`src/rtl/uart_tx_ctrl_if.sv`:
```
// Handshake bundle between the byte source and the UART TX control stage.
//   P_DATA     : parallel payload, LSB is sent first
//   Data_Valid : payload strobe, only taken when the controller can accept
//   PAR_EN     : 1 inserts a parity bit after the data bits
//   PAR_TYP    : 0 even parity, 1 odd parity
//   mux_sel    : frame-bit select to the TX mux (000 start, 001 data, 010 parity,
//                011 stop, 101 idle)
//   ser_data   : current serial data bit
//   par_bit    : parity of the latched byte
//   busy       : frame in progress
// The byte source uses the master modport and the controller uses the slave modport.
interface uart_tx_ctrl_if #(
  parameter int unsigned DATA_WIDTH = 8
);
  logic [DATA_WIDTH-1:0] P_DATA;
  logic                  Data_Valid;
  logic                  PAR_EN;
  logic                  PAR_TYP;
  logic [2:0]            mux_sel;
  logic                  ser_data;
  logic                  par_bit;
  logic                  busy;

  modport master (
    output P_DATA,
    output Data_Valid,
    output PAR_EN,
    output PAR_TYP,
    input  mux_sel,
    input  ser_data,
    input  par_bit,
    input  busy
  );

  modport slave (
    input  P_DATA,
    input  Data_Valid,
    input  PAR_EN,
    input  PAR_TYP,
    output mux_sel,
    output ser_data,
    output par_bit,
    output busy
  );
endinterface

```
`src/rtl/uart_tx_ctrl.sv`:
```
// UART transmitter control and serialiser stage.
// Accepts a parallel byte with a valid strobe and sequences one frame:
// start bit, DATA_WIDTH data bits LSB first, an optional parity bit, then a stop bit.
// One CLK cycle is one bit period.
// Ports:
//   CLK   : bit-rate clock, all logic on its rising edge
//   RST   : synchronous reset, active-high
//   tx_if : slave side of uart_tx_ctrl_if (payload and strobe in, mux select,
//           serial bit, parity bit and busy out)
// All outputs come straight from flops.
module uart_tx_ctrl #(
  parameter int unsigned DATA_WIDTH = 8
) (
  input logic           CLK,
  input logic           RST,
  uart_tx_ctrl_if.slave tx_if
);

  localparam int unsigned CntW = (DATA_WIDTH > 1) ? $clog2(DATA_WIDTH) : 1;
  localparam logic [CntW-1:0] LastCnt = CntW'(DATA_WIDTH - 1);

  // State encodings equal the mux_sel codes, so the state register drives the mux directly.
  typedef enum logic [2:0] {
    StStart  = 3'b000,
    StData   = 3'b001,
    StParity = 3'b010,
    StStop   = 3'b011,
    StIdle   = 3'b101
  } state_e;

  state_e                state_q;
  logic [CntW-1:0]       cnt_q;
  logic [DATA_WIDTH-1:0] data_q;
  logic                  par_en_q;
  logic                  ser_q;
  logic                  par_q;
  logic                  busy_q;

  logic                  accept;
  logic [CntW-1:0]       cnt_inc;

  // A new byte may start only when the line is idle or on the final stop bit.
  assign accept  = tx_if.Data_Valid && ((state_q == StIdle) || (state_q == StStop));
  assign cnt_inc = cnt_q + CntW'(1);

  always_ff @(posedge CLK) begin
    if (RST) begin
      state_q  <= StIdle;
      cnt_q    <= '0;
      data_q   <= '0;
      par_en_q <= 1'b0;
      ser_q    <= 1'b0;
      par_q    <= 1'b0;
      busy_q   <= 1'b0;
    end else if (accept) begin
      // PAR_TYP only matters for the parity value, so it is folded into par_q here
      // rather than kept in its own flop.
      data_q   <= tx_if.P_DATA;
      par_en_q <= tx_if.PAR_EN;
      par_q    <= (^tx_if.P_DATA) ^ tx_if.PAR_TYP;
      state_q  <= StStart;
      cnt_q    <= '0;
      ser_q    <= 1'b0;
      busy_q   <= 1'b1;
    end else begin
      case (state_q)
        StIdle: begin
          ser_q  <= 1'b0;
          busy_q <= 1'b0;
        end
        StStart: begin
          // ser_q is registered, so the bit shown in the first DATA cycle is loaded here.
          state_q <= StData;
          cnt_q   <= '0;
          ser_q   <= data_q[0];
        end
        StData: begin
          if (cnt_q == LastCnt) begin
            cnt_q   <= '0;
            ser_q   <= 1'b0;
            state_q <= par_en_q ? StParity : StStop;
          end else begin
            cnt_q <= cnt_inc;
            ser_q <= data_q[cnt_inc];
          end
        end
        StParity: begin
          state_q <= StStop;
          ser_q   <= 1'b0;
        end
        StStop: begin
          state_q <= StIdle;
          ser_q   <= 1'b0;
          busy_q  <= 1'b0;
        end
        default: begin
          state_q <= StIdle;
          cnt_q   <= '0;
          ser_q   <= 1'b0;
          busy_q  <= 1'b0;
        end
      endcase
    end
  end

  assign tx_if.mux_sel  = state_q;
  assign tx_if.ser_data = ser_q;
  assign tx_if.par_bit  = par_q;
  assign tx_if.busy     = busy_q;

endmodule

```
`src/flat_wrapper.sv`:
```
// flat-port wrapper written by rule: the top's interface ports become plain ports
module uart_tx_ctrl_flat 
#(
  parameter int unsigned DATA_WIDTH = 8
)
  (CLK, RST, tx_if_P_DATA, tx_if_Data_Valid, tx_if_PAR_EN, tx_if_PAR_TYP, tx_if_mux_sel, tx_if_ser_data, tx_if_par_bit, tx_if_busy);
  uart_tx_ctrl_if #(.DATA_WIDTH(DATA_WIDTH)) tx_if_i ();
  input logic CLK;
  input logic RST;
  input wire logic [$bits(tx_if_i.P_DATA)-1:0] tx_if_P_DATA;
  input wire logic [$bits(tx_if_i.Data_Valid)-1:0] tx_if_Data_Valid;
  input wire logic [$bits(tx_if_i.PAR_EN)-1:0] tx_if_PAR_EN;
  input wire logic [$bits(tx_if_i.PAR_TYP)-1:0] tx_if_PAR_TYP;
  output wire logic [$bits(tx_if_i.mux_sel)-1:0] tx_if_mux_sel;
  output wire logic [$bits(tx_if_i.ser_data)-1:0] tx_if_ser_data;
  output wire logic [$bits(tx_if_i.par_bit)-1:0] tx_if_par_bit;
  output wire logic [$bits(tx_if_i.busy)-1:0] tx_if_busy;
  assign tx_if_i.P_DATA = tx_if_P_DATA;
  assign tx_if_i.Data_Valid = tx_if_Data_Valid;
  assign tx_if_i.PAR_EN = tx_if_PAR_EN;
  assign tx_if_i.PAR_TYP = tx_if_PAR_TYP;
  assign tx_if_mux_sel = tx_if_i.mux_sel;
  assign tx_if_ser_data = tx_if_i.ser_data;
  assign tx_if_par_bit = tx_if_i.par_bit;
  assign tx_if_busy = tx_if_i.busy;
  uart_tx_ctrl #(.DATA_WIDTH(DATA_WIDTH)) u_core (.CLK(CLK), .RST(RST), .tx_if(tx_if_i));
endmodule
```
`config.mk`:
```
export PLATFORM = sky130hd
export DESIGN_NAME = uart_tx_ctrl_flat
export DESIGN_NICKNAME = d
export VERILOG_FILES = /design/src/rtl/uart_tx_ctrl_if.sv /design/src/rtl/uart_tx_ctrl.sv /design/src/flat_wrapper.sv
export SDC_FILE = /design/constraint.sdc
export NUM_CORES = 1
export LEC_CHECK = 0
export BUFFER_PORTS_ARGS = -buffer_cell sky130_fd_sc_hd__buf_2
export CELL_PAD_IN_SITES_DETAIL_PLACEMENT = 0
export CELL_PAD_IN_SITES_GLOBAL_PLACEMENT = 2
export CORE_AREA = 4 4 60 62
export CTS_BUF_LIST = sky130_fd_sc_hd__clkbuf_4
export DETAILED_ROUTE_END_ITERATION = 10
export DIE_AREA = 0 0 64 66
export PLACE_DENSITY_LB_ADDON = 0.1
export REMOVE_ABC_BUFFERS = 1
export SLEW_MARGIN = 10
export SYNTH_ARGS = -nofsm -noshare
export SYNTH_HDL_FRONTEND = slang
export SYNTH_SLANG_ARGS = --single-unit
```
`constraint.sdc`:
```
create_clock -name CLK -period 1.9 [get_ports CLK]
set_clock_uncertainty 0.05 [all_clocks]
set_input_delay 0.475 -clock CLK [delete_from_list [all_inputs] [get_ports CLK]]
set_output_delay 0.475 -clock CLK [all_outputs]
set_load 0.05 [all_outputs]
```
# Word-level counts from Yosys, hierarchy flattened
# Index checks and enable logic that the tools add are counted.
# word_totals
wordCells	42
inputBits	13
output_inout_bits	6
register_bits	18
# op_classes
mux	12
eq_ne	9
reduce_logical	9
magnitude_cmp	1
addsub	1
bitwise	2
# op_table
op	count
$pmux 3 s4	1
$mux 3	3
$reduce_xor 8->1	1
$eq 3x2->1 const B	2
$eq 3x3->1 const B	2
$ne 2x1->1 const B	3
$pmux 3 s2	1
$reduce_or 3->1	2
$mux 1	5
$lt 3x4->1 const B	1
$reduce_and 2->1	2
$add 3x1->3 const B	1
$bmux 1 s3	1
$eq 3x1->1 const B	1
$logic_not 3->1	1
$ne 3x1->1 const B	1
$pmux 1 s2	1
$reduce_or 2->1	1
$logic_and 1x1->1	1
$logic_or 1x1->1	1
$not 1->1	1
$xor 1x1->1	1

# Depth between registers and ports, before layout
# depth
depth_word	5
ltp_mapped	6
ltp_nobuf	6

# Worst setup path after synthesis
# No wires, ideal clock.
# synth_timing
path_type	register -> register
start	reg u_core.state_q[1], in the netlist u_core.tx_if.mux_sel[1]
end	reg u_core.cnt_q[2]
setup_time_ns	0.128
path_slack_ns	0.266
arrival_time_ns	1.456
synth_period_minus_slack_ns	1.634
path_stages_with_launch	6
n_path_buf	1
required_time_ns	1.722
cell_sequence	dfxtp_1 -> buf_6 -> and2b_2 -> a21o_1 -> a32oi_1 -> nor3_1
# synth_via
elab_chain_len	4
word_cells_on_any_way	9
# synth_lines
element	line_no	rtl
start, declared	uart_tx_ctrl.sv:31	state_e state_q;
start signal, assigned	uart_tx_ctrl.sv:48	state_q <= StIdle;
start signal, assigned	uart_tx_ctrl.sv:61	state_q <= StStart;
start signal, assigned	uart_tx_ctrl.sv:73	state_q <= StData;
parallel branches: the longest is 4 deep, another holds $eq 3x2->1	n/a	
end signal, assigned	uart_tx_ctrl.sv:83	cnt_q <= cnt_inc;
end, declared	uart_tx_ctrl.sv:32	logic [CntW-1:0] cnt_q;
# Parallel ways; which one is timed is not known.
# A chain may end at the register's enable or synchronous reset.

# Worst setup path after layout
# layout_timing
start	reg u_core.state_q[0], in the netlist u_core.tx_if.mux_sel[0]
end	out tx_if_mux_sel[0]
# layout_rtl
element	line_no	rtl
end, declared	flat_wrapper.sv:14	output wire logic [$bits(tx_if_i.mux_sel)-1:0] tx_if_mux_sel;
# No word-level cell between the ends.

==> flow_summary.json <==
{
  "status": "completed",
  "grt_max_degree": 17,
  "finalSetupViolCount": 0,
  "crit_family": "flip-flops",
  "reg2reg_to": "u_core.tx_if.ser_data$_SDFF_PP0_",
  "synthFlopType": "dfxtp_1",
  "cp.required_ps": 1370,
  "syn2layout_area_growth_pct": 15.7,
  "syn_avg_cell_area_um2": 8.87,
  "power_frac_seq_pct": 51.0,
  "utilization_pct": 38.3,
  "synth_top_family_by_area": "simple AND/OR/NAND/NOR gates",
  "clk_latency_ps": 290,
  "crit_path_start_kind": "register",
  "crit_fanout": 14,
  "reg2reg_depth": 6,
  "cts_tree": "done",
  "path_buf_inv": 1,
  "drt-initial-drc-count": 40,
  "first_pass_iters": 4,
  "synthCells": 113,
  "yosys.area.top_type": "dfxtp_1",
  "cts_buffers": 3,
  "vias": 850,
  "rr_startpoint": "u_core.cnt_q[0]$_SDFFE_PP0N_",
  "highest_layer": "met4",
  "max_cap_violations": 0,
  "endpoint": "tx_if_mux_sel[0]",
  "synth_xor_area_share_pct": 7.99,
  "cts_resized": 0,
  "finalHoldViolCount": 0,
  "met2_length_um": 997,
  "hold_class": "in2reg",
  "synth_top_area_share_pct": 36.0,
  "post-route-min-period_ps": 1770,
  "postCtsSetupBuffers": 0,
  "fmax_mhz": 566,
  "start_util_pct": 33.1,
  "rsz0062_at_grt": "no",
  "slew_headroom_pct": 70.3,
  "criticalPathCategory": "reg2out",
  "yosysSeqAreaShare_pct": 36.0,
  "synth.top_cells.by_area": "dfxtp_1, a21oi_1, nand2_1",
  "clk_path_buf_depth": 2,
  "nNetsFinal": 148,
  "overflow": 0,
  "synth-seq-cells": 18,
  "io_pins": 19,
  "path_clk_slew_ps": 100,
  "gp_congestion": 0.700,
  "clock-sinks": 18,
  "synth-simple-area-share_pct": 21.1,
  "internal_power_mw": 0.566,
  "synthAdderAreaFrac_pct": 2.50,
  "antenna_found_initial": 0,
  "fin_crit_sh_pct": 93.0,
  "worstPathArrival_ps": 1240,
  "power.leakage_nw": 0.482,
  "final_layout_size_suffix_gt1_share_pct": 25.0,
  "synth_compound_area_share_pct": 19.4,
  "ant_nets": 0,
  "cts_max_level": 1,
  "critPathCaptureType": "output port",
  "synth_cell_types": 40,
  "routedWlPerCell_um": 12.7,
  "comb_power_share_pct": 25.5,
  "die-area_mm2": 0.00422,
  "p_clk_share_pct": 23.5,
  "met1Wirelength_um": 1150,
  "finalPower_mw": 0.820,
  "max_stage_delay_ps": 610,
  "n_antenna_cell": 0,
  "io_buffers": 18,
  "fill_cells": 324,
  "ys_warn_count": 0,
  "synth.area.mux_share_pct": 6.12,
  "cp_slowest_cell": "dfxtp_1",
  "syn_area_mm2": 0.00100,
  "core_region_area_mm2": 0.00303,
  "grtUsageTotal_pct": 11.4,
  "ctsHoldBuffers": 0,
  "worstMarginPinSlew_ps": 445,
  "seqCellArea_um2": 360,
  "drt_wl_total_um": 2230,
  "synthArstFlopShare_pct": 0,
  "crit_start": "u_core.tx_if.mux_sel[0]$_SDFFE_PP1P_",
  "multi_input_area_um2": 572,
  "rows": 20,
  "power_density_mw_per_mm2": 707,
  "slew_violations": 0,
  "peakVddDrop_uv": 366,
  "route.met3.wl_um": 70,
  "die_width_um": 64,
  "p_sw_mw": 0.253,
  "route.detailed.drc": 0,
  "hpwl_um": 1690,
  "routed_via_density": 4.83,
  "crit_chain": "buf_2",
  "worstSetupPathDepth": 1,
  "grt_pass1_wl_um": 3770,
  "chipHeight_um": 66,
  "clock-root-buffer": "clkbuf_4",
  "swShare_pct": 30.9,
  "synth-edff-count": 0,
  "first_global_vias": 819,
  "rrSetupSlack_ps": 190
}
## synthesized netlist by cell type (2+ instances only)
cell type	number
xnor3_1	2
ha_1	2
o22ai_1	2
nand3b_1	2
dfxtp_1	18
nor2_1	2
buf_6	2
xnor2_1	3
nor3_1	3
clkbuf_1	2
nand3_1	3
mux2i_1	5
inv_1	3
buf_4	2
a21oi_1	14
o21ai_0	10
nand2_1	15
## cells in the final DEF, fill, tap and decap left out, types with 2 or more instances in the layout
cell,instances
o22ai_1,2
nor3_1,3
inv_1,3
nor2_1,2
mux2i_1,5
nand3b_1,2
nand3_1,3
buf_2,18
o21ai_0,10
dfxtp_1,18
a21oi_1,14
clkbuf_4,3
xnor3_1,2
buf_4,6
xnor2_1,3
ha_1,2
nand2_1,15
## final cells by class
type / instances / area share (%)
Multi-Input combinational cell: 83 / 49.3
Sequential cell: 18 / 31.1
Timing Repair Buffer: 24 / 11.7
Tap cell: 44 / 4.75
Clock buffer: 3 / 1.94
Inverter: 3 / 0.971
Clock inverter: 1 / 0.324
## kinds of logic after synthesis
group                    after synthesis
multiplexers                           6
AND/OR/NAND/NOR                       36
AO/OA/AOI/OAI                         33
flip-flops                            18
buffers and inverters                 12
adder cells (fa/ha/maj)                2
XOR/XNOR                               6
## registers in the layout, indices dropped and copies added, names as in the netlist
name and flops:
u_core.cnt_q 3, u_core.data_q 8, u_core.tx_if.busy 1, u_core.tx_if.mux_sel 3, u_core.tx_if.par_bit 1, u_core.par_en_q 1
u_core.tx_if.ser_data 1
## worst min-delay path by stage
stage | startpoint | to | slack, ps | cells after the start
global route | tx_if_PAR_EN | u_core.par_en_q$_SDFFE_PP0P_ | 360 | 3
global placement | u_core.data_q[5]$_SDFFE_PP0P_ | u_core.data_q[5]$_SDFFE_PP0P_ | 420 | 2
detailed placement | u_core.data_q[1]$_SDFFE_PP0P_ | u_core.data_q[1]$_SDFFE_PP0P_ | 420 | 2
finish | tx_if_PAR_EN | u_core.par_en_q$_SDFFE_PP0P_ | 370 | 3
CTS | tx_if_PAR_EN | u_core.par_en_q$_SDFFE_PP0P_ | 360 | 3
floorplan | u_core.par_en_q$_SDFFE_PP0P_ | u_core.par_en_q$_SDFFE_PP0P_ | 390 | 2
## layer usage
metal	vias up	global-route usage [%]
li1	441	-
met1	390	15.5
met2	17	17.4
met3	2	3.57
met4	0	2.43
met5	-	0
## power by group through the flow
stage                     combinational, mW  clock [mW]  sequential, mW
after floorplan                       0.109           0           0.457
after global placement                0.210           0           0.427
after detailed placement              0.211           0           0.427
after CTS                             0.212       0.206           0.418
after global routing                  0.229       0.226           0.422
final                                 0.209       0.193           0.418
## metrics by stage
step	std cells	hold slack, ps	cell area, um2	TNS, ps	worst slack [ps]
after floorplan	104	393	943	-6.82	-6.82
after global placement	172	424	1130	0	303
after detailed placement	172	418	1130	0	210
after CTS	176	356	1160	0	117
after global routing	176	358	1160	0	28.4
final	176	368	1160	0	134
Note: power is estimated with default switching activity, not from simulation.
